`config.mk`:
```
export PLATFORM = sky130hd
export DESIGN_NAME = sum_serial_tx_flat
export DESIGN_NICKNAME = d
export VERILOG_FILES = /design/src/rtl/sum_serial_tx_pkg.sv /design/src/rtl/sum_serial_tx_if.sv /design/src/rtl/sum_serial_tx_baud.sv /design/src/rtl/sum_serial_tx.sv /design/src/flat_wrapper.sv
export SDC_FILE = /design/constraint.sdc
export NUM_CORES = 1
export LEC_CHECK = 0
export CAP_MARGIN = 15
export CORE_ASPECT_RATIO = 1.5
export CORE_MARGIN = 2
export CORE_UTILIZATION = 52
export CTS_CLUSTER_DIAMETER = 60
export CTS_CLUSTER_SIZE = 10
export DETAILED_ROUTE_END_ITERATION = 16
export PLACE_DENSITY = 0.9
export SLEW_MARGIN = 30
export SYNTH_ARGS = -nofsm -noshare
export SYNTH_HDL_FRONTEND = slang
export SYNTH_SLANG_ARGS = --single-unit
```
`constraint.sdc`:
```
create_clock -name clk -period 2.3 [get_ports clk]
set_input_delay 0.46 -clock clk [delete_from_list [all_inputs] [get_ports clk]]
set_output_delay 0.46 -clock clk [all_outputs]
set_load 0.005 [all_outputs]
```
`src/rtl/sum_serial_tx_pkg.sv`:
```
// Shared types and constants for the serial sum transmitter.
package sum_serial_tx_pkg;

  typedef enum logic [1:0] {IDLE, START, DATA, STOP} state_t;

  localparam int   FRAME_BITS  = 11;
  localparam logic IDLE_LEVEL  = 1'b1;
  localparam logic START_LEVEL = 1'b0;

  function automatic logic [8:0] add9(input logic [7:0] a, input logic [7:0] b);
    return {1'b0, a} + {1'b0, b};
  endfunction

endpackage

```
`src/rtl/sum_serial_tx_if.sv`:
```
// Operand/request and serial-line signals between the operand logic and the transmitter.
interface sum_serial_tx_if;
  logic       ena;
  logic [7:0] a_in;
  logic [7:0] b_in;
  logic       start;
  logic       busy;
  logic       done;
  logic       tx;
  logic       tx_oe;
  logic [7:0] sum_q;
  logic       carry_q;

  modport master (output ena, a_in, b_in, start,
                  input  busy, done, tx, tx_oe, sum_q, carry_q);
  modport slave  (input  ena, a_in, b_in, start,
                  output busy, done, tx, tx_oe, sum_q, carry_q);
endinterface

```
`src/rtl/sum_serial_tx_baud.sv`:
```
// Bit-period counter; bit_tick marks the last cycle of each serial bit.
module sum_serial_tx_baud #(
  parameter int CLKS_PER_BIT = 16
) (
  input  logic clk,
  input  logic rst_n,
  input  logic ena,
  input  logic restart,
  input  logic run,
  output logic bit_tick
);

  logic [7:0] cnt;

  assign bit_tick = run && (cnt == 8'(CLKS_PER_BIT - 1));

  always_ff @(posedge clk) begin
    if (!rst_n) begin
      cnt <= '0;
    end else if (ena) begin
      if (restart)
        cnt <= '0;
      else if (run)
        cnt <= bit_tick ? 8'd0 : cnt + 8'd1;
    end
  end

endmodule

```
`src/rtl/sum_serial_tx.sv`:
```
// Captures a+b on request and sends the 9-bit sum LSB-first as a start/data/stop frame.
module sum_serial_tx
  import sum_serial_tx_pkg::*;
#(
  parameter int CLKS_PER_BIT = 16,
  parameter int DATA_BITS    = 9
) (
  input  logic            clk,
  input  logic            rst_n,
  sum_serial_tx_if.slave  bus
);

  localparam int IDX_W = $clog2(DATA_BITS);

  state_t                 state;
  logic [IDX_W-1:0]       bit_idx;
  logic [DATA_BITS-1:0]   frame_data;
  logic                   bit_tick;
  logic                   accept;

  assign accept     = bus.ena && bus.start && (state == IDLE);
  assign frame_data = {bus.carry_q, bus.sum_q};

  sum_serial_tx_baud #(.CLKS_PER_BIT(CLKS_PER_BIT)) u_baud (
    .clk      (clk),
    .rst_n    (rst_n),
    .ena      (bus.ena),
    .restart  (accept),
    .run      (state != IDLE),
    .bit_tick (bit_tick)
  );

  always_ff @(posedge clk) begin
    if (!rst_n) begin
      state       <= IDLE;
      bit_idx     <= '0;
      bus.tx      <= IDLE_LEVEL;
      bus.tx_oe   <= 1'b0;
      bus.busy    <= 1'b0;
      bus.done    <= 1'b0;
      bus.sum_q   <= '0;
      bus.carry_q <= 1'b0;
    end else begin
      bus.tx_oe <= 1'b1;
      if (bus.ena) begin
        bus.done <= 1'b0;
        case (state)
          IDLE: begin
            if (bus.start) begin
              {bus.carry_q, bus.sum_q} <= add9(bus.a_in, bus.b_in);
              state    <= START;
              bus.tx   <= START_LEVEL;
              bus.busy <= 1'b1;
            end
          end
          START: begin
            if (bit_tick) begin
              state   <= DATA;
              bit_idx <= '0;
              bus.tx  <= frame_data[0];
            end
          end
          DATA: begin
            if (bit_tick) begin
              if (bit_idx == IDX_W'(DATA_BITS - 1)) begin
                state   <= STOP;
                bit_idx <= '0;
                bus.tx  <= IDLE_LEVEL;
              end else begin
                bit_idx <= bit_idx + 1'b1;
                bus.tx  <= frame_data[bit_idx + 1'b1];
              end
            end
          end
          STOP: begin
            // done lands in an IDLE cycle, so a start seen here is accepted back-to-back
            if (bit_tick) begin
              state    <= IDLE;
              bus.busy <= 1'b0;
              bus.done <= 1'b1;
              bus.tx   <= IDLE_LEVEL;
            end
          end
          default: state <= IDLE;
        endcase
      end
    end
  end

endmodule

```
`src/flat_wrapper.sv`:
```
// flat-port wrapper written by rule: the top's interface ports become plain ports
module sum_serial_tx_flat import sum_serial_tx_pkg::*;
#(
  parameter int CLKS_PER_BIT = 16,
  parameter int DATA_BITS    = 9
)
  (clk, rst_n, bus_ena, bus_a_in, bus_b_in, bus_start, bus_busy, bus_done, bus_tx, bus_tx_oe, bus_sum_q, bus_carry_q);
  sum_serial_tx_if bus_i ();
  input  logic clk;
  input  logic rst_n;
  input wire logic [$bits(bus_i.ena)-1:0] bus_ena;
  input wire logic [$bits(bus_i.a_in)-1:0] bus_a_in;
  input wire logic [$bits(bus_i.b_in)-1:0] bus_b_in;
  input wire logic [$bits(bus_i.start)-1:0] bus_start;
  output wire logic [$bits(bus_i.busy)-1:0] bus_busy;
  output wire logic [$bits(bus_i.done)-1:0] bus_done;
  output wire logic [$bits(bus_i.tx)-1:0] bus_tx;
  output wire logic [$bits(bus_i.tx_oe)-1:0] bus_tx_oe;
  output wire logic [$bits(bus_i.sum_q)-1:0] bus_sum_q;
  output wire logic [$bits(bus_i.carry_q)-1:0] bus_carry_q;
  assign bus_i.ena = bus_ena;
  assign bus_i.a_in = bus_a_in;
  assign bus_i.b_in = bus_b_in;
  assign bus_i.start = bus_start;
  assign bus_busy = bus_i.busy;
  assign bus_done = bus_i.done;
  assign bus_tx = bus_i.tx;
  assign bus_tx_oe = bus_i.tx_oe;
  assign bus_sum_q = bus_i.sum_q;
  assign bus_carry_q = bus_i.carry_q;
  sum_serial_tx #(.CLKS_PER_BIT(CLKS_PER_BIT), .DATA_BITS(DATA_BITS)) u_core (.clk(clk), .rst_n(rst_n), .bus(bus_i));
endmodule
```
==> results of run 1 <==
[per-layer routing]
layer / vias to the layer above / GRT usage
li1: 779 / -
met1: 737 / 0.216
met2: 44 / 0.401
met3: 8 / 0.0221
met4: 0 / 0.117
met5: - / 0
[stage by stage]
step,util,std cells
2_1_floorplan,-,193
3_3_place_gp,0.674,268
3_5_place_dp,0.674,268
4_1_cts,0.690,272
5_1_grt,0.690,272
6_report,0.690,272
[critical path, delay by kind of cell]
kind | cells | cell delay, ns
fa+ha+maj | 2 | 0.62
compound gates | 4 | 0.66
buf+inv | 1 | 0.41
simple gates | 1 | 0.14
[cells by family (layout without fill, tap and decap cells)]
group                      after synthesis  in the layout  synth area share
xor gates and xnor gates                11             11            0.0670
adders and majority gates               17             17             0.128
muxes                                    3              3            0.0342
DFF                                     27             27             0.315
buffers and inverters                   14             53            0.0320
AOI/OAI and AO/OA                       51             51             0.205
and+or+nand+nor                         70             70             0.219
[Yosys cell counts (3+ instances only)]
master | count | area [sq um]
a211oi_1 | 4 | 30.0
a21boi_0 | 3 | 22.5
a21boi_1 | 4 | 30.0
a21oi_1 | 8 | 40.0
and2_1 | 3 | 18.8
clkbuf_1 | 4 | 15.0
dfxtp_1 | 27 | 541
ha_1 | 16 | 200
inv_1 | 8 | 30.0
nand2_1 | 19 | 71.3
nand2b_1 | 3 | 18.8
nand3_1 | 8 | 40.0
nand4_1 | 5 | 31.3
nor2_1 | 12 | 45.0
nor2b_1 | 3 | 18.8
o21ai_0 | 14 | 70.1
or3_1 | 5 | 31.3
xnor2_1 | 5 | 43.8
xor2_1 | 5 | 43.8
[worst max-delay path by stage]
stage	startpoint	to	slack, ns	cells after the start
floorplan	u_core.bit_idx[0]	u_core.bus.tx	0.28	7
global placement	bus_b_in[0]	u_core.bus.sum_q[6]	-0.08	8
detailed placement	bus_b_in[0]	u_core.bus.carry_q	-0.11	8
CTS	bus_b_in[0]	u_core.bus.sum_q[6]	0.19	8
global route	bus_b_in[0]	u_core.bus.sum_q[6]	0.03	8
finish	bus_b_in[0]	u_core.bus.carry_q	0.19	8
[registers in the layout, summed over array words and instances (netlist names)]
signal              flops
u_core.bus.sum_q        8
u_core.u_baud.cnt       8
u_core.bit_idx          4
u_core.state            2
u_core.bus.busy         1
u_core.bus.carry_q      1
u_core.bus.done         1
u_core.bus.tx           1
u_core.bus.tx_oe        1
[layout make-up]
type,count,area [sq um],share of cell area
sequential,27,541,0.248
timing repair buffer,41,388,0.178
clock buffer,3,41.3,0.0189
tap,40,50.0,0.0230
inverter,8,30.0,0.0138
multi-input combinational,152,1120,0.515
clock inverter,1,7.51,0.00344
[cell usage in the layout (no fill, tap or decap), drive strengths merged, types with 3 or more instances in the layout]
cell type       n
buf             9
a21boi          7
clkbuf          3
clkdlybuf4s50  32
xnor2           5
and2            3
nand3           8
o211ai          3
nor2           12
inv             8
a211oi          4
dfxtp          27
nand2          19
nand2b          3
nor2b           3
xor2            6
a21oi           8
nand4           5
o21ai          14
or3             5
ha             16
[where the power goes]
group | switching, uW | internal [uW]
Combinational | 142 | 155
Clock | 155 | 123
Sequential | 23.8 | 494
Total | 321 | 772
==> results_dict.tcl, run 1 <==
set metrics [dict create \
    nets 270 \
    dr.first_iter.drc_count 34 \
    synth_seq_cells 27 \
    cap_violations 0 \
    netlist_area_sq_um 1720 \
    crit_fanout 3 \
    cpMostUsedCell "a21oi_1" \
    fin_skew_ns 0.00556 \
    synth_edf_count 0 \
    irDropWorstVdd_uv 387 \
    async_flop_share 0 \
    core-area_sq_um 3160 \
    rsz0062_at_grt "no" \
    min_to "u_core.bus.tx" \
    htree_num_levels 1 \
    r2r-start "u_core.bit_idx[1]" \
    cts_post_setup_buffers_inserted 0 \
    synthesis.nets 230 \
    gr-usage-all-layers 0.209 \
    area_growth_pct 26.9 \
    critical_path_required_ns 2.48 \
    viasPerCell 5.76 \
    clk_pin_slew_worst_paths_ns 0.09 \
    clock_latency_ns 0.28 \
    grt_max_degree 17 \
    cts_buffer_depth 2 \
    root_buffer "clkbuf_8" \
    diodes 0 \
    slew_headroom 0.600 \
    die_w_microns 50.9 \
    routed-wl-met3_microns 102 \
    syn_avg_cell_area_sq_um 8.90 \
    setup_slack_ns 0.190 \
    critPathLaunchType "input pin" \
    reg2reg_to "u_core.bus.tx" \
    yosys_warnings 0 \
    row_count 25 \
    synth_cell_types 47 \
    leakage_uw 0.000836 \
    vias 1568 \
    slowest_stage "clkdlybuf4s50_1" \
    grt_overflow 0 \
    cts_tree "yes" \
    cts_hold_buffers 0 \
    ff2ff_setup_slack_ns 0.22 \
    postPlaceCellArea_sq_um 2130 \
    wl_microns 3580 \
    cp.arrival_ns 2.29 \
    gp_congestion 0.857 \
    crit_chain "clkdlybuf4s50_1, ha_1, fa_1, a211oi_1, o21bai_1, a21oi_1, nand2b_1, a21oi_1" \
    ff2ff_path_depth 7 \
    fin_crit_ns 2.11 \
    fin_area_sq_um 2180 \
    hold_path_depth 2 \
    worstSetupPathType "input pin to register" \
    power.density_nw_per_um2 501 \
    power_uw 1090 \
    wl_met1_microns 1420 \
    cpPeakStageDelay_ns 0.41 \
    cts_made_buffers 3 \
    pin_count 33 \
    top_layer "met4" \
    finalSetupViolations 0 \
    hp-start "u_core.bus.tx" \
    grt_pass1_vias 1451 \
    first_pass_iters 5 \
    die-area_sq_um 3790 \
    die_h_microns 74.4 \
    holdWs_ns 0.485 \
    fmax_ghz 0.474 \
    hold_path_class "register to register" \
    critPathCaptureType "register" \
    ys_seq_area_frac 0.315 \
    period_share 0.918 \
    post_cts_resize_count 0 \
    ys_dominant_reg_cell "dfxtp_1" \
    grt_pass1_wl_microns 6010 \
    start_util 0.544 \
    drive_above_1_share 0.0819 \
    drc_errors 0 \
    tightest_slew_ns 0.594 \
    fill_cells 251 \
    wl_met2_microns 1940 \
    final_hold_viol_count 0 \
    drtAntennaViolNets 0 \
    wire_per_inst_microns 13.2 \
    syn_inst 193 \
    preCtsSetupSlack_ns -0.105 \
    status "completed" \
    io_buffers 32 \
    dpl.hpwl_microns 2810 \
    slew_violations 0 \
    cts_sinks 27 \
    final.setup.tns_ns 0 \
    antenna_found_initial 0 \
]
No activity file was read; power rests on OpenSTA's default activity.
==> run 2, diff against run 1 <==
--- a/config.mk
+++ b/config.mk
@@ -8,11 +8,12 @@
 export CAP_MARGIN = 15
 export CORE_ASPECT_RATIO = 1.5
 export CORE_MARGIN = 2
-export CORE_UTILIZATION = 52
+export CORE_UTILIZATION = 47
 export CTS_CLUSTER_DIAMETER = 60
 export CTS_CLUSTER_SIZE = 10
 export DETAILED_ROUTE_END_ITERATION = 16
-export PLACE_DENSITY = 0.9
+export GPL_TIMING_DRIVEN = 0
+export PLACE_DENSITY = 0.86
 export SLEW_MARGIN = 30
 export SYNTH_ARGS = -nofsm -noshare
 export SYNTH_HDL_FRONTEND = slang
==> constraint.sdc (replaced) <==
create_clock -name clk -period 1.8 [get_ports clk]
set_input_delay 0.36 -clock clk [delete_from_list [all_inputs] [get_ports clk]]
set_output_delay 0.36 -clock clk [all_outputs]
set_load 0.005 [all_outputs]
==> run 2 against run 1 <==
Effect of this change: the flow now finishes with violations (negative setup slack); critical endpoint is now u_core.bus.tx; sequential power up 28%; via count up 4.4%; cell count up 2.9%; hold slack worse by 0.026 ns; routed wire length up 24%; first-iteration DRC count down 15%; clock skew down 0.0024 ns; largest power group unchanged; cell area up 10%; die area up 9.9%; core utilization up 0.57 points; highest routed layer unchanged; flip-flop and latch count unchanged.
==> results_dict.tcl, run 2 (same netlist as run 1, synthesis figures left out) <==
set metrics [dict create \
    status "finished with violations" \
    violations "negative setup slack" \
    io_buffers 31 \
    die-area_sq_um 4160 \
    irDropWorstVdd_uv 451 \
    wl_microns 4440 \
    die_h_microns 78.0 \
    antenna_found_initial 0 \
    finish.utilization 0.696 \
    fmax_ghz 0.535 \
    fin_area_sq_um 2400 \
    critPathLaunchType "register" \
    cts_sinks 27 \
    period_share 1.04 \
    stdcell_count 280 \
    htree_num_levels 1 \
    fin_crit_ns 1.87 \
    start_util 0.498 \
    cts_made_buffers 3 \
    critPathCaptureType "register" \
    row_count 26 \
    cpPeakStageDelay_ns 0.51 \
    nets 276 \
    area_growth_pct 39.6 \
    finalSetupViolations 1 \
    preCtsSetupSlack_ns -0.555 \
    final.setup.tns_ns -0.0686 \
    dr.first_iter.drc_count 29 \
    drive_above_1_share 0.235 \
    final_cell_mix "22 x dfxtp_1, 21 x clkdlybuf4s50_1, 19 x nand2_1" \
    hold_path_class "input pin to register" \
    slowest_stage "mux4_2" \
    first_pass_iters 4 \
    dpl.hpwl_microns 2990 \
    setup_slack_ns -0.0686 \
    grt_pass1_vias 1566 \
    tightest_slew_ns 0.449 \
    drc_errors 0 \
    fill_cells 269 \
    slew_violations 0 \
    power.density_nw_per_um2 620 \
    postPlaceCellArea_sq_um 2100 \
    clock_latency_ns 0.27 \
    cts_buffer_depth 2 \
    cts_tree "yes" \
    viasPerCell 5.85 \
    dp_cells 266 \
    gr-usage-all-layers 0.218 \
    die_w_microns 53.4 \
    grt_max_degree 17 \
    crit_fanout 3 \
    crit_chain "inv_2, ha_4, mux4_2, a21oi_2, o31ai_2, a221oi_2, o311ai_1" \
    leakage_uw 0.000938 \
    worstSetupPathType "register to register" \
    core-area_sq_um 3450 \
    cap_violations 0 \
    fin_skew_ns 0.00316 \
    rsz0062_at_grt "yes" \
    grt_pass1_wl_microns 6930 \
    critical_path_required_ns 1.94 \
    critical_path.top_delay_family "compound AO/OA/AOI/OAI gates" \
    wire_per_inst_microns 15.9 \
    vias 1637 \
    largest_registers "u_core.bus.sum_q (8), u_core.u_baud.cnt (8), u_core.bit_idx (4)" \
    drtAntennaViolNets 0 \
    grt_overflow 0 \
    pin_count 33 \
    path_buf_inv 1 \
    gp_congestion 0.878 \
    root_buffer "clkbuf_8" \
    diodes 0 \
    cp.arrival_ns 2.01 \
    slew_headroom 0.700 \
    final_common_cell "dfxtp_1" \
    clk_pin_slew_worst_paths_ns 0.09 \
    final_hold_viol_count 0 \
]
==> run 2: cell count changes in the layout (fill, tap and decap cells not counted), moves of 5 or more <==
cell	delta
dlymetal6s2s_1	+6
ha_1	-9
clkdlybuf4s50_1	-11
o21ai_1	+5
o21ai_0	-5
dfxtp_1	-5
ha_4	+8
==> run 2: final timing paths <==
check / from / end / slack [ns] / cells past startpoint
setup / recovery: u_core.bit_idx[1] / u_core.bus.tx / -0.07 / 7
hold / removal: bus_ena / u_core.bus.done / 0.46 / 3
setup reg to reg: u_core.bit_idx[1] / u_core.bus.tx / -0.07 / 7
hold reg to reg: u_core.bus.sum_q[1] / u_core.bus.sum_q[1] / 0.49 / 2
==> run 2: metrics by stage <==
step,hold slack (ns),power (uW)
after floorplan,0.388,889
after detailed placement,0.470,1040
after CTS,0.442,1420
after global placement,0.458,1030
after global routing,0.476,1560
final,0.458,1490
==> run 2: per-layer routing <==
metal | global-route usage | vias to the layer above | share of wire
met4 | 0.121 | 0 | 0.035
met1 | 0.257 | 771 | 0.38
met2 | 0.380 | 48 | 0.55
li1 | - | 803 | -
met5 | 0 | - | 0
met3 | 0.00760 | 15 | 0.026
==> run 2: area by class of cell <==
class / instances / area, sq um / share of cell area
flip-flops and latches: 27 / 552 / 0.230
repair buffers: 42 / 403 / 0.168
clock inverters: 1 / 6.26 / 0.00261
clock buffers: 3 / 41.3 / 0.0172
well taps: 42 / 52.6 / 0.0219
plain buffers: 5 / 22.5 / 0.00939
multi-input cells: 152 / 1290 / 0.537
inverters: 8 / 32.5 / 0.0136
==> run 2: timing repair <==
item / 4_1_cts / 5_1_grt
gates resized for setup: 20 / 30
endpoints found under the setup margin: 19 / 11
pin swaps: 8 / 16
hold buffers: 0 / 0
buffers inserted: 5 / 6
gates cloned: 0 / 0
==> run 2: power breakdown <==
part	switching, uW	total [uW]	internal [uW]
sequential	33.5	665	632
combinational	223	470	246
clock	194	353	158
total	451	1490	1040
==> run 2: worst min-delay path, stage by stage <==
cell and delay (ns):
buf_2 0.16, nand3_1 0.09, a21boi_0 0.07
==> run 3, diff against run 2 <==
--- a/config.mk
+++ b/config.mk
@@ -14,7 +14,7 @@
 export DETAILED_ROUTE_END_ITERATION = 16
 export GPL_TIMING_DRIVEN = 0
 export PLACE_DENSITY = 0.86
-export SLEW_MARGIN = 30
+export SLEW_MARGIN = 0
 export SYNTH_ARGS = -nofsm -noshare
 export SYNTH_HDL_FRONTEND = slang
 export SYNTH_SLANG_ARGS = --single-unit
==> results of run 3 <==
Final layout, timing and power as in run 2 (identical DEF).
